## src/rtl/clk_div_gen.sv

```systemverilog
// clk_div_gen: NUM_CH independent programmable clock-enable style waveforms
// derived from one reference clock. Each channel has an active period (div)
// and high time (high), plus a shadow copy that is loaded through a
// valid/ready config port and applied only at a period boundary, so
// reprogramming and enable/disable never produce runt pulses.
//
// Optional feature: define CLK_DIV_GEN_TICK_EN to add the `tick` output,
// a one-cycle pulse in the cycle where clk_out[i] goes 0->1.
//
// Handshake: a config transfer happens on a rising clk edge where
// cfg_valid && cfg_ready. cfg_ready is combinational on cfg_ch and is low
// while the addressed channel still holds an unapplied shadow config.
// A transfer with illegal values is consumed but reported by a one-cycle
// cfg_err pulse and leaves shadow/pending untouched.
//
// Per-channel FSM state is visible hierarchically as g_ch[i].state_q.
module clk_div_gen #(
  parameter int NUM_CH       = 2,
  parameter int CNT_W        = 16,
  parameter int REF_FREQ_MHZ = 100,
  parameter int DEF_DIV      = 10,
  parameter int DEF_HIGH     = 5,
  localparam int CH_W        = (NUM_CH > 1) ? $clog2(NUM_CH) : 1
) (
  input  logic              clk,
  input  logic              rst_n,
  input  logic [NUM_CH-1:0] ch_en,
  input  logic              cfg_valid,
  output logic              cfg_ready,
  input  logic [CH_W-1:0]   cfg_ch,
  input  logic [CNT_W-1:0]  cfg_div,
  input  logic [CNT_W-1:0]  cfg_high,
  output logic              cfg_err,
  output logic [NUM_CH-1:0] pending,
`ifdef CLK_DIV_GEN_TICK_EN
  output logic [NUM_CH-1:0] tick,
`endif
  output logic [NUM_CH-1:0] clk_out
);

  typedef enum logic [1:0] {
    S_IDLE = 2'd0,
    S_RUN  = 2'd1,
    S_STOP = 2'd2
  } ch_state_e;

  // Elaboration-time sanity checks on the parameter set.
  if (NUM_CH < 1 || NUM_CH > 16) begin : g_bad_num_ch
    $error("clk_div_gen: NUM_CH must be 1..16");
  end
  if (DEF_DIV < 2) begin : g_bad_def_div
    $error("clk_div_gen: DEF_DIV must be >= 2");
  end
  if (DEF_HIGH < 1 || DEF_HIGH > DEF_DIV - 1) begin : g_bad_def_high
    $error("clk_div_gen: DEF_HIGH must be 1..DEF_DIV-1");
  end
  if (REF_FREQ_MHZ < 1) begin : g_bad_ref
    $error("clk_div_gen: REF_FREQ_MHZ must be positive");
  end
  if (CNT_W < 2) begin : g_bad_cnt_w
    $error("clk_div_gen: CNT_W must be >= 2");
  end

  localparam logic [CNT_W-1:0] DEF_DIV_V  = CNT_W'(DEF_DIV);
  localparam logic [CNT_W-1:0] DEF_HIGH_V = CNT_W'(DEF_HIGH);

  logic cfg_ch_ok;
  logic cfg_legal;
  logic cfg_xfer;

  // Channel index range check and value legality of the request.
  always_comb begin
    cfg_ch_ok = (int'(cfg_ch) < NUM_CH);
    cfg_legal = cfg_ch_ok
                && (cfg_div >= CNT_W'(2))
                && (cfg_high != '0)
                && (cfg_high < cfg_div);
  end

  // Ready is low only while the addressed channel has an unapplied shadow.
  always_comb begin
    cfg_ready = 1'b1;
    for (int k = 0; k < NUM_CH; k++) begin
      if (cfg_ch == CH_W'(k)) begin
        cfg_ready = !pending[k];
      end
    end
  end

  assign cfg_xfer = cfg_valid && cfg_ready;

  // Rejected transfers produce a single-cycle error pulse.
  always_ff @(posedge clk or negedge rst_n) begin
    if (!rst_n) begin
      cfg_err <= 1'b0;
    end else begin
      cfg_err <= cfg_xfer && !cfg_legal;
    end
  end

  for (genvar i = 0; i < NUM_CH; i++) begin : g_ch
    ch_state_e        state_q, state_d;
    logic [CNT_W-1:0] cnt_q, cnt_d;
    logic [CNT_W-1:0] div_q, high_q;
    logic [CNT_W-1:0] sdiv_q, shigh_q;
    logic [CNT_W-1:0] high_eff;
    logic             pend_q;
    logic             clk_q, clk_d;
    logic             at_end;
    logic             apply;
    logic             accept;

    // Last cycle of the current period, and whether the shadow lands now.
    always_comb begin
      at_end   = (cnt_q == div_q - 1'b1);
      apply    = pend_q && ((state_q == S_IDLE) || at_end);
      accept   = cfg_xfer && cfg_legal && (cfg_ch == CH_W'(i));
      high_eff = apply ? shigh_q : high_q;
    end

    // Next-state, counter and waveform decode; a new period sees new values.
    always_comb begin
      state_d = state_q;
      cnt_d   = cnt_q;
      clk_d   = 1'b0;
      case (state_q)
        S_IDLE: begin
          cnt_d = '0;
          if (ch_en[i]) begin
            state_d = S_RUN;
          end
        end
        S_RUN, S_STOP: begin
          cnt_d = at_end ? '0 : cnt_q + 1'b1;
          if (ch_en[i]) begin
            state_d = S_RUN;
          end else if (at_end) begin
            state_d = S_IDLE;
          end else begin
            state_d = S_STOP;
          end
        end
        default: begin
          state_d = S_IDLE;
          cnt_d   = '0;
        end
      endcase
      clk_d = (state_d != S_IDLE) && (cnt_d < high_eff);
    end

    // Channel state, counter, active/shadow config and output register.
    always_ff @(posedge clk or negedge rst_n) begin
      if (!rst_n) begin
        state_q <= S_IDLE;
        cnt_q   <= '0;
        div_q   <= DEF_DIV_V;
        high_q  <= DEF_HIGH_V;
        sdiv_q  <= DEF_DIV_V;
        shigh_q <= DEF_HIGH_V;
        pend_q  <= 1'b0;
        clk_q   <= 1'b0;
      end else begin
        state_q <= state_d;
        cnt_q   <= cnt_d;
        clk_q   <= clk_d;
        if (apply) begin
          div_q  <= sdiv_q;
          high_q <= shigh_q;
        end
        if (accept) begin
          sdiv_q  <= cfg_div;
          shigh_q <= cfg_high;
        end
        if (accept) begin
          pend_q <= 1'b1;
        end else if (apply) begin
          pend_q <= 1'b0;
        end
      end
    end

    assign pending[i] = pend_q;
    assign clk_out[i] = clk_q;

`ifdef CLK_DIV_GEN_TICK_EN
    logic tick_q;

    // Pulse in the cycle where the registered waveform rises.
    always_ff @(posedge clk or negedge rst_n) begin
      if (!rst_n) begin
        tick_q <= 1'b0;
      end else begin
        tick_q <= clk_d && !clk_q;
      end
    end

    assign tick[i] = tick_q;
`else
    // No rising-edge tick output in this build.
`endif
  end

endmodule

```

## config.mk

```make
export PLATFORM = sky130hd
export DESIGN_NAME = clk_div_gen
export DESIGN_NICKNAME = d
export VERILOG_FILES = /design/src/rtl/clk_div_gen.sv
export SDC_FILE = /design/constraint.sdc
export NUM_CORES = 1
export LEC_CHECK = 0
export ABC_AREA = 1
export CAP_MARGIN = 10
export CORE_MARGIN = 4
export CORE_UTILIZATION = 25
export DETAILED_ROUTE_END_ITERATION = 16
export GPL_ROUTABILITY_DRIVEN = 1
export GPL_TIMING_DRIVEN = 0
export HOLD_SLACK_MARGIN = 0.15
export PLACE_DENSITY = 0.4
export SYNTH_ARGS = -nofsm -noshare
export SYNTH_HDL_FRONTEND = slang
export SYNTH_SLANG_ARGS = --single-unit
```

## constraint.sdc

```tcl
create_clock -name clk -period 3.7 [get_ports clk]
set_input_delay 0.74 -clock clk [delete_from_list [all_inputs] [get_ports clk]]
set_output_delay 0.74 -clock clk [all_outputs]
set_load 0.02 [all_outputs]
```

== Word level (Yosys, flattened, before mapping) ==
Index checks and enable logic that the tools add are counted.
W data, S select, Z words.

* Logic and storage cells: 76
* Register bits: 169
* Output and inout bits: 6

* Equality and inequality tests: 6
* Magnitude comparators: 4
* Bitwise gates (word level): 1
* Reduce and logical (&&, ||, !) cells: 25
* Add/sub/neg operators: 4
* Multiplexer cells: 19

{| class="wikitable"
|+ Operators by type and width
! operator !! number
|-
| $mux W16 || 6
|-
| $lt A16 B16 Y1 || 3
|-
| $add A16 B1 Y16 const B || 2
|-
| $eq A16 B16 Y1 || 2
|-
| $sub A16 B1 Y16 const B || 2
|-
| $ge A16 B2 Y1 const B || 1
|-
| $reduce_bool A16 Y1 || 1
|-
| $mux W2 || 6
|-
| $logic_and A1 B1 Y1 || 11
|-
| $pmux W2 S2 || 2
|-
| $reduce_bool A2 Y1 || 4
|-
| $mux W1 || 5
|-
| $eq A2 B1 Y1 const B || 2
|-
| $eq A2 B2 Y1 const B || 2
|-
| $logic_not A2 Y1 || 2
|-
| $reduce_or A2 Y1 || 2
|-
| $logic_not A1 Y1 || 3
|-
| $logic_or A1 B1 Y1 || 2
|-
| $not A1 Y1 || 1
|}

== Longest topological paths before layout ==
* Depth after elaboration: 7
* Gate-level depth with buffers: 26
* Depth with buffers taken out: 25

== Worst setup path before layout ==
OpenSTA, ideal clock, no wires.

* Kind: register -> register
* Start point: reg g_ch[0].div_q[0]
* End point: reg g_ch[0].clk_q
* Slack: 0.618 ns
* Arrival time: 3.008 ns
* Cell stages (with the launch flop): 22
* Data required time: 3.627 ns
* Clock period less this slack: 3.082 ns
* Cell sequence: dfrtp_1 inv_2 ha_1 nand2_2 nor2_4 nand2_1 nand2_1 nand2_1 a21oi_1 nand2_1 nor2_1 nand4_1 nand2_1 clkbuf_1 nor2_1 ha_1 a21oi_1 nand3b_1 a21oi_1 a2111oi_0 o21ai_0 a21oi_2

{| class="wikitable"
|+ RTL lines
! element !! RTL line !! source
|-
| start, declared || 104 || <nowiki>logic [CNT_W-1:0] div_q, high_q;</nowiki>
|-
| start signal, assigned || 167 || <nowiki>div_q <= sdiv_q;</nowiki>
|-
| $sub A16 B1 Y16 || 115 || <nowiki>at_end = (cnt_q == div_q - 1'b1);</nowiki>
|-
| $eq A16 B16 Y1 || 115 ||
|-
| $mux W16 || 134 || <nowiki>cnt_d = at_end ? '0 : cnt_q + 1'b1;</nowiki>
|-
| $mux W16 || 126 || <nowiki>case (state_q)</nowiki>
|-
| via g_ch[0].cnt_d[9] || 103 || <nowiki>logic [CNT_W-1:0] cnt_q, cnt_d;</nowiki>
|-
| $lt A16 B16 Y1 || 148 || <nowiki>clk_d = (state_d != S_IDLE) && (cnt_d < high_eff);</nowiki>
|-
| $logic_and A1 B1 Y1 || 148 ||
|-
| via g_ch[0].clk_d || 108 || <nowiki>logic clk_q, clk_d;</nowiki>
|-
| end signal, assigned || 165 || <nowiki>clk_q <= clk_d;</nowiki>
|-
| end, declared || 108 ||
|}

The timed path passes the listed nets, and every way through them passes these cells.
A chain may end at the register's enable or synchronous reset.

== Worst setup path in the final report ==
* Start point: reg g_ch[0].div_q[1]
* End point: reg g_ch[0].clk_q

* Word-level cells in the longest chain between the ends: 7

{| class="wikitable"
|+ Ends and longest elaborated chain
! element !! RTL line !! source
|-
| $sub A16 B1 Y16 || 115 ||
|-
| $eq A16 B16 Y1 || 115 ||
|-
| $logic_or A1 B1 Y1 || 116 || <nowiki>apply = pend_q && ((state_q == S_IDLE) || at_end);</nowiki>
|-
| $logic_and A1 B1 Y1 || 116 ||
|-
| $mux W16 || 118 || <nowiki>high_eff = apply ? shigh_q : high_q;</nowiki>
|-
| via g_ch[0].high_eff[9] || 106 || <nowiki>logic [CNT_W-1:0] high_eff;</nowiki>
|-
| $lt A16 B16 Y1 || 148 ||
|-
| $logic_and A1 B1 Y1 || 148 ||
|-
| via g_ch[0].clk_d || 108 ||
|}

The timed path passes the listed nets, and every way through them passes these cells.

==> results.md <==
* Post-synth EDFFs at 0
* Global route hottest layer: met2
* Starting Density at 0.255
* Number of port buffers at 43
* # H-tree levels at 4
* FF-to-FF path depth at 21
* DR iter-0 viols at 373
* Final wirelength at 27600 um
* Leakage at 5.37 nW
* PnR worst setup slack at 0.187 ns
* Clk buf depth at 2
* Worst-Skew Late Latency at 0.44 ns
* Clock transition at the registers of the reported paths at approximately 0.070 ns
* GR Layer Usage met3 at 0.0235
* Drt via density at between 4 and 5
* Final hold vios at 0
* RSZ-0062 raised after global routing: true
* Syn_area_per_cell at between 8 and 9 um2
* Max cap viols at 0
* Setup crit start kind: flip-flop
* Layout cells sized above 1 at 0.121
* Layout Skew at roughly 0.015 ns
* Ant diodes at 0
* GRT Total Usage at 0.139
* Final Core Density at 0.303
* NumNets Final at 1322
* Async S/R FF share, synth at 1.00
* CTS tree: built
* Vias at around 7500
* Final worst path period share at 0.950
* Global route overflow at 0
* Worst slack, placed at -0.556 ns
* Flop2flop setup slack at 0.19 ns
* Synthesized area at 9370 um2
* Ys Warns at 0
* Root buf cell: clkbuf_16
* PD cells at 768 nW/um2
* Chip height at a little over 200 um
* Netlist cell types at between 40 and 50
* CP Max Fanout at 10
* Met1 Use GR at 0.192
* Detail Route Antenna Nets at 0
* Remaining DRCs at 0
* Most used DFF post-synth: dfrtp_1
* Peak Freq at 0.285 GHz
* Cells after Synth at 1162
* Peak VDD IR at 0.000325 V
* Setup Viol. Count Final at 0
* Critical Path End Type: flip-flop
* Die X at 202 um
* Sequential share of the synthesized area at 0.454
* Status: complete, no violations
* Total die area at 40600 um2
* Pin count of the biggest net entering global routing at 105
* Total chip power at ~8.6 mW
* #FFs+latches synth at approximately 170
* Placed instance count at ~1700
* Worst Path Arrival at slightly below 4 ns
* Wire length per cell at 16.1 um
* First-pass GRT wire length at 44300 um
* Clock Sinks at between 150 and 200
* Met2 GRT Util at 0.228
* Fin crit period at 3.51 ns
* Initial antenna violation count at 0
* Fin Setup TNS at 0 ns
* DR pass1 iterations at 5
* Actual slew at the worst max-slew pin at 0.605 ns
* Vias in the first global route at 7654
* Final GP Congestion at just under 0.8
* Filler-free cell count of the finished design at 1712
* Fillcell total at approximately 4000
* CP Class: flip-flop to flip-flop
* Syn_nets at 1253
* Max Slew Vio Count at 0
* # rows at 70
* Synthesis-to-layout area growth at 19.1%
* Detail Placement HPWL at 21700 um
* Normalized max-slew margin at 0.597
* Reg-to-reg startpoint: g_ch[0].div_q[1]
* Core outline area at 36800 um2
* Num CTS Buffers at 17
* Worst R2R End: g_ch[0].clk_q
* Hold/Removal Path Class: primary input to async pin
* Required @ worst endpoint at 4.06 ns
* Io pins at 44
## critical path: stages (launching register included)
cell       delay, ns
dfstp_2         0.55
inv_1           0.08
ha_2            0.20
nand2_2         0.13
nor2_2          0.07
xor2_1          0.18
nand3_1         0.12
nor3_2          0.23
nand2_2         0.15
nand2_4         0.12
nand2_8         0.09
buf_8           0.18
nand2_1         0.05
o21ai_1         0.08
inv_1           0.10
ha_1            0.25
a21oi_1         0.14
nand3b_1        0.11
a21oi_1         0.09
a2111oi_4       0.28
o21ai_2         0.11
a21oi_2         0.14
## metal layers
| layer | share of wire | vias up | wire [um] |
|---|---|---|---|
| met1 | 0.49 | 3565 | 13500 |
| met5 | 0 | - | 0 |
| met4 | 0.014 | 0 | 374 |
| met3 | 0.029 | 15 | 791 |
| li1 | - | 3850 | - |
| met2 | 0.47 | 75 | 12900 |
## power breakdown
part | leakage, nW | internal [mW] | switching, mW | total [mW]
Combinational | 3.01 | 1.42 | 2.27 | 3.69
Clock | 0.262 | 0.950 | 0.812 | 1.76
Sequential | 2.10 | 2.61 | 0.510 | 3.12
Total | 5.37 | 4.97 | 3.59 | 8.57
## logic make-up after synthesis
logic type / Yosys count / synth area share
buffers and inverters: 171 / 0.0723
AOI/OAI and AO/OA: 146 / 0.0875
DFF: 169 / 0.454
adders and majority gates: 53 / 0.0708
muxes: 1 / 0.00107
and+or+nand+nor: 583 / 0.278
xor gates and xnor gates: 39 / 0.0365
## per-stage QoR
stage          hold slack [ns]  cell area, um2
5_1_grt                  0.259           11200
4_1_cts                  0.246           11100
6_report                 0.234           11200
2_1_floorplan            0.437            9370
3_5_place_dp             0.459           10400
3_3_place_gp             0.456           10400
## cells in the final DEF (no fill, tap or decap), drive strengths merged
cell / count
a31oi: 2
o21ai: 100
clkinv: 5
clkdlybuf4s50: 42
o211ai: 1
a2111oi: 1
o21a: 1
bufinv: 1
nor2: 102
clkbuf: 35
a21o: 1
nand3: 42
o221a: 1
and3: 4
inv: 145
dfstp: 16
nor3b: 6
mux2i: 1
nand3b: 16
xor2: 13
or2: 26
o31ai: 2
dfrtp: 153
a21oi: 30
clkinvlp: 5
nor4: 5
ha: 53
nand4: 16
xnor2: 26
a211o: 1
a211oi: 3
o21bai: 2
nand2: 342
buf: 20
and2: 4
o41ai: 1
nor3: 20
## worst max path at each step
stage | start | end | slack [ns] | cells after the start
after CTS | g_ch[0].div_q[1] | g_ch[0].clk_q | -0.07 | 20
after floorplan | g_ch[0].div_q[0] | g_ch[0].clk_q | 0.62 | 21
after detailed placement | g_ch[0].div_q[0] | g_ch[0].clk_q | -0.56 | 21
after global routing | g_ch[0].div_q[6] | g_ch[0].clk_q | -0.07 | 22
after global placement | rst_n | g_ch[1].cnt_q[13] | -5.83 | 1
final | g_ch[0].div_q[1] | g_ch[0].clk_q | 0.19 | 21
## cell usage after synthesis, types with 2 or more instances
cell type,number,area share
nand2_1,329,0.13
dfrtp_1,153,0.41
inv_1,133,0.053
nor2_1,88,0.035
o21ai_0,77,0.041
ha_1,53,0.071
nand3_1,42,0.022
a21oi_1,28,0.015
xnor2_1,26,0.024
nor3_1,20,0.011
o21ai_1,17,0.0091
dfstp_2,16,0.045
nand3b_1,16,0.013
nand4_1,16,0.011
or2_2,16,0.011
clkbuf_1,14,0.0056
xor2_1,13,0.012
inv_2,10,0.0040
nand2_2,10,0.0067
or2_1,10,0.0067
nor2_2,8,0.0053
buf_2,7,0.0037
buf_4,7,0.0056
nor3b_1,6,0.0048
o21ai_2,6,0.0056
nor2_4,5,0.0060
nor4_1,5,0.0033
and2_1,4,0.0027
and3_1,4,0.0027
a211oi_1,3,0.0024
nand2_4,3,0.0036
a21oi_2,2,0.0019
a31oi_1,2,0.0013
o21bai_1,2,0.0016
## cell type report
cell class / count / area [um2] / share of cell area
well taps: 468 / 586 / 0.0525
plain buffers: 28 / 165 / 0.0148
repair buffers: 50 / 508 / 0.0455
clock buffers: 19 / 443 / 0.0397
inverters: 143 / 542 / 0.0486
flip-flops and latches: 169 / 4250 / 0.381
clock inverters: 13 / 121 / 0.0109
multi-input cells: 822 / 4540 / 0.407
## registers in the layout, summed over array words and instances (netlist names)
register / count
g_ch.sdiv_q: 32
g_ch.high_q: 32
g_ch.state_q: 4
g_ch.div_q: 32
cfg_err: 1
g_ch.clk_q: 2
g_ch.cnt_q: 32
g_ch.pend_q: 2
g_ch.shigh_q: 32
## timing repair
| action | in CTS | in global routing |
|---|---|---|
| gates resized for setup | 20 | 19 |
| pin swaps | 3 | 7 |
| setup endpoints to repair | 22 | 27 |
| buffers inserted | 2 | 4 |
| hold buffers | 0 | 0 |
(Power assumes the default switching activity.)
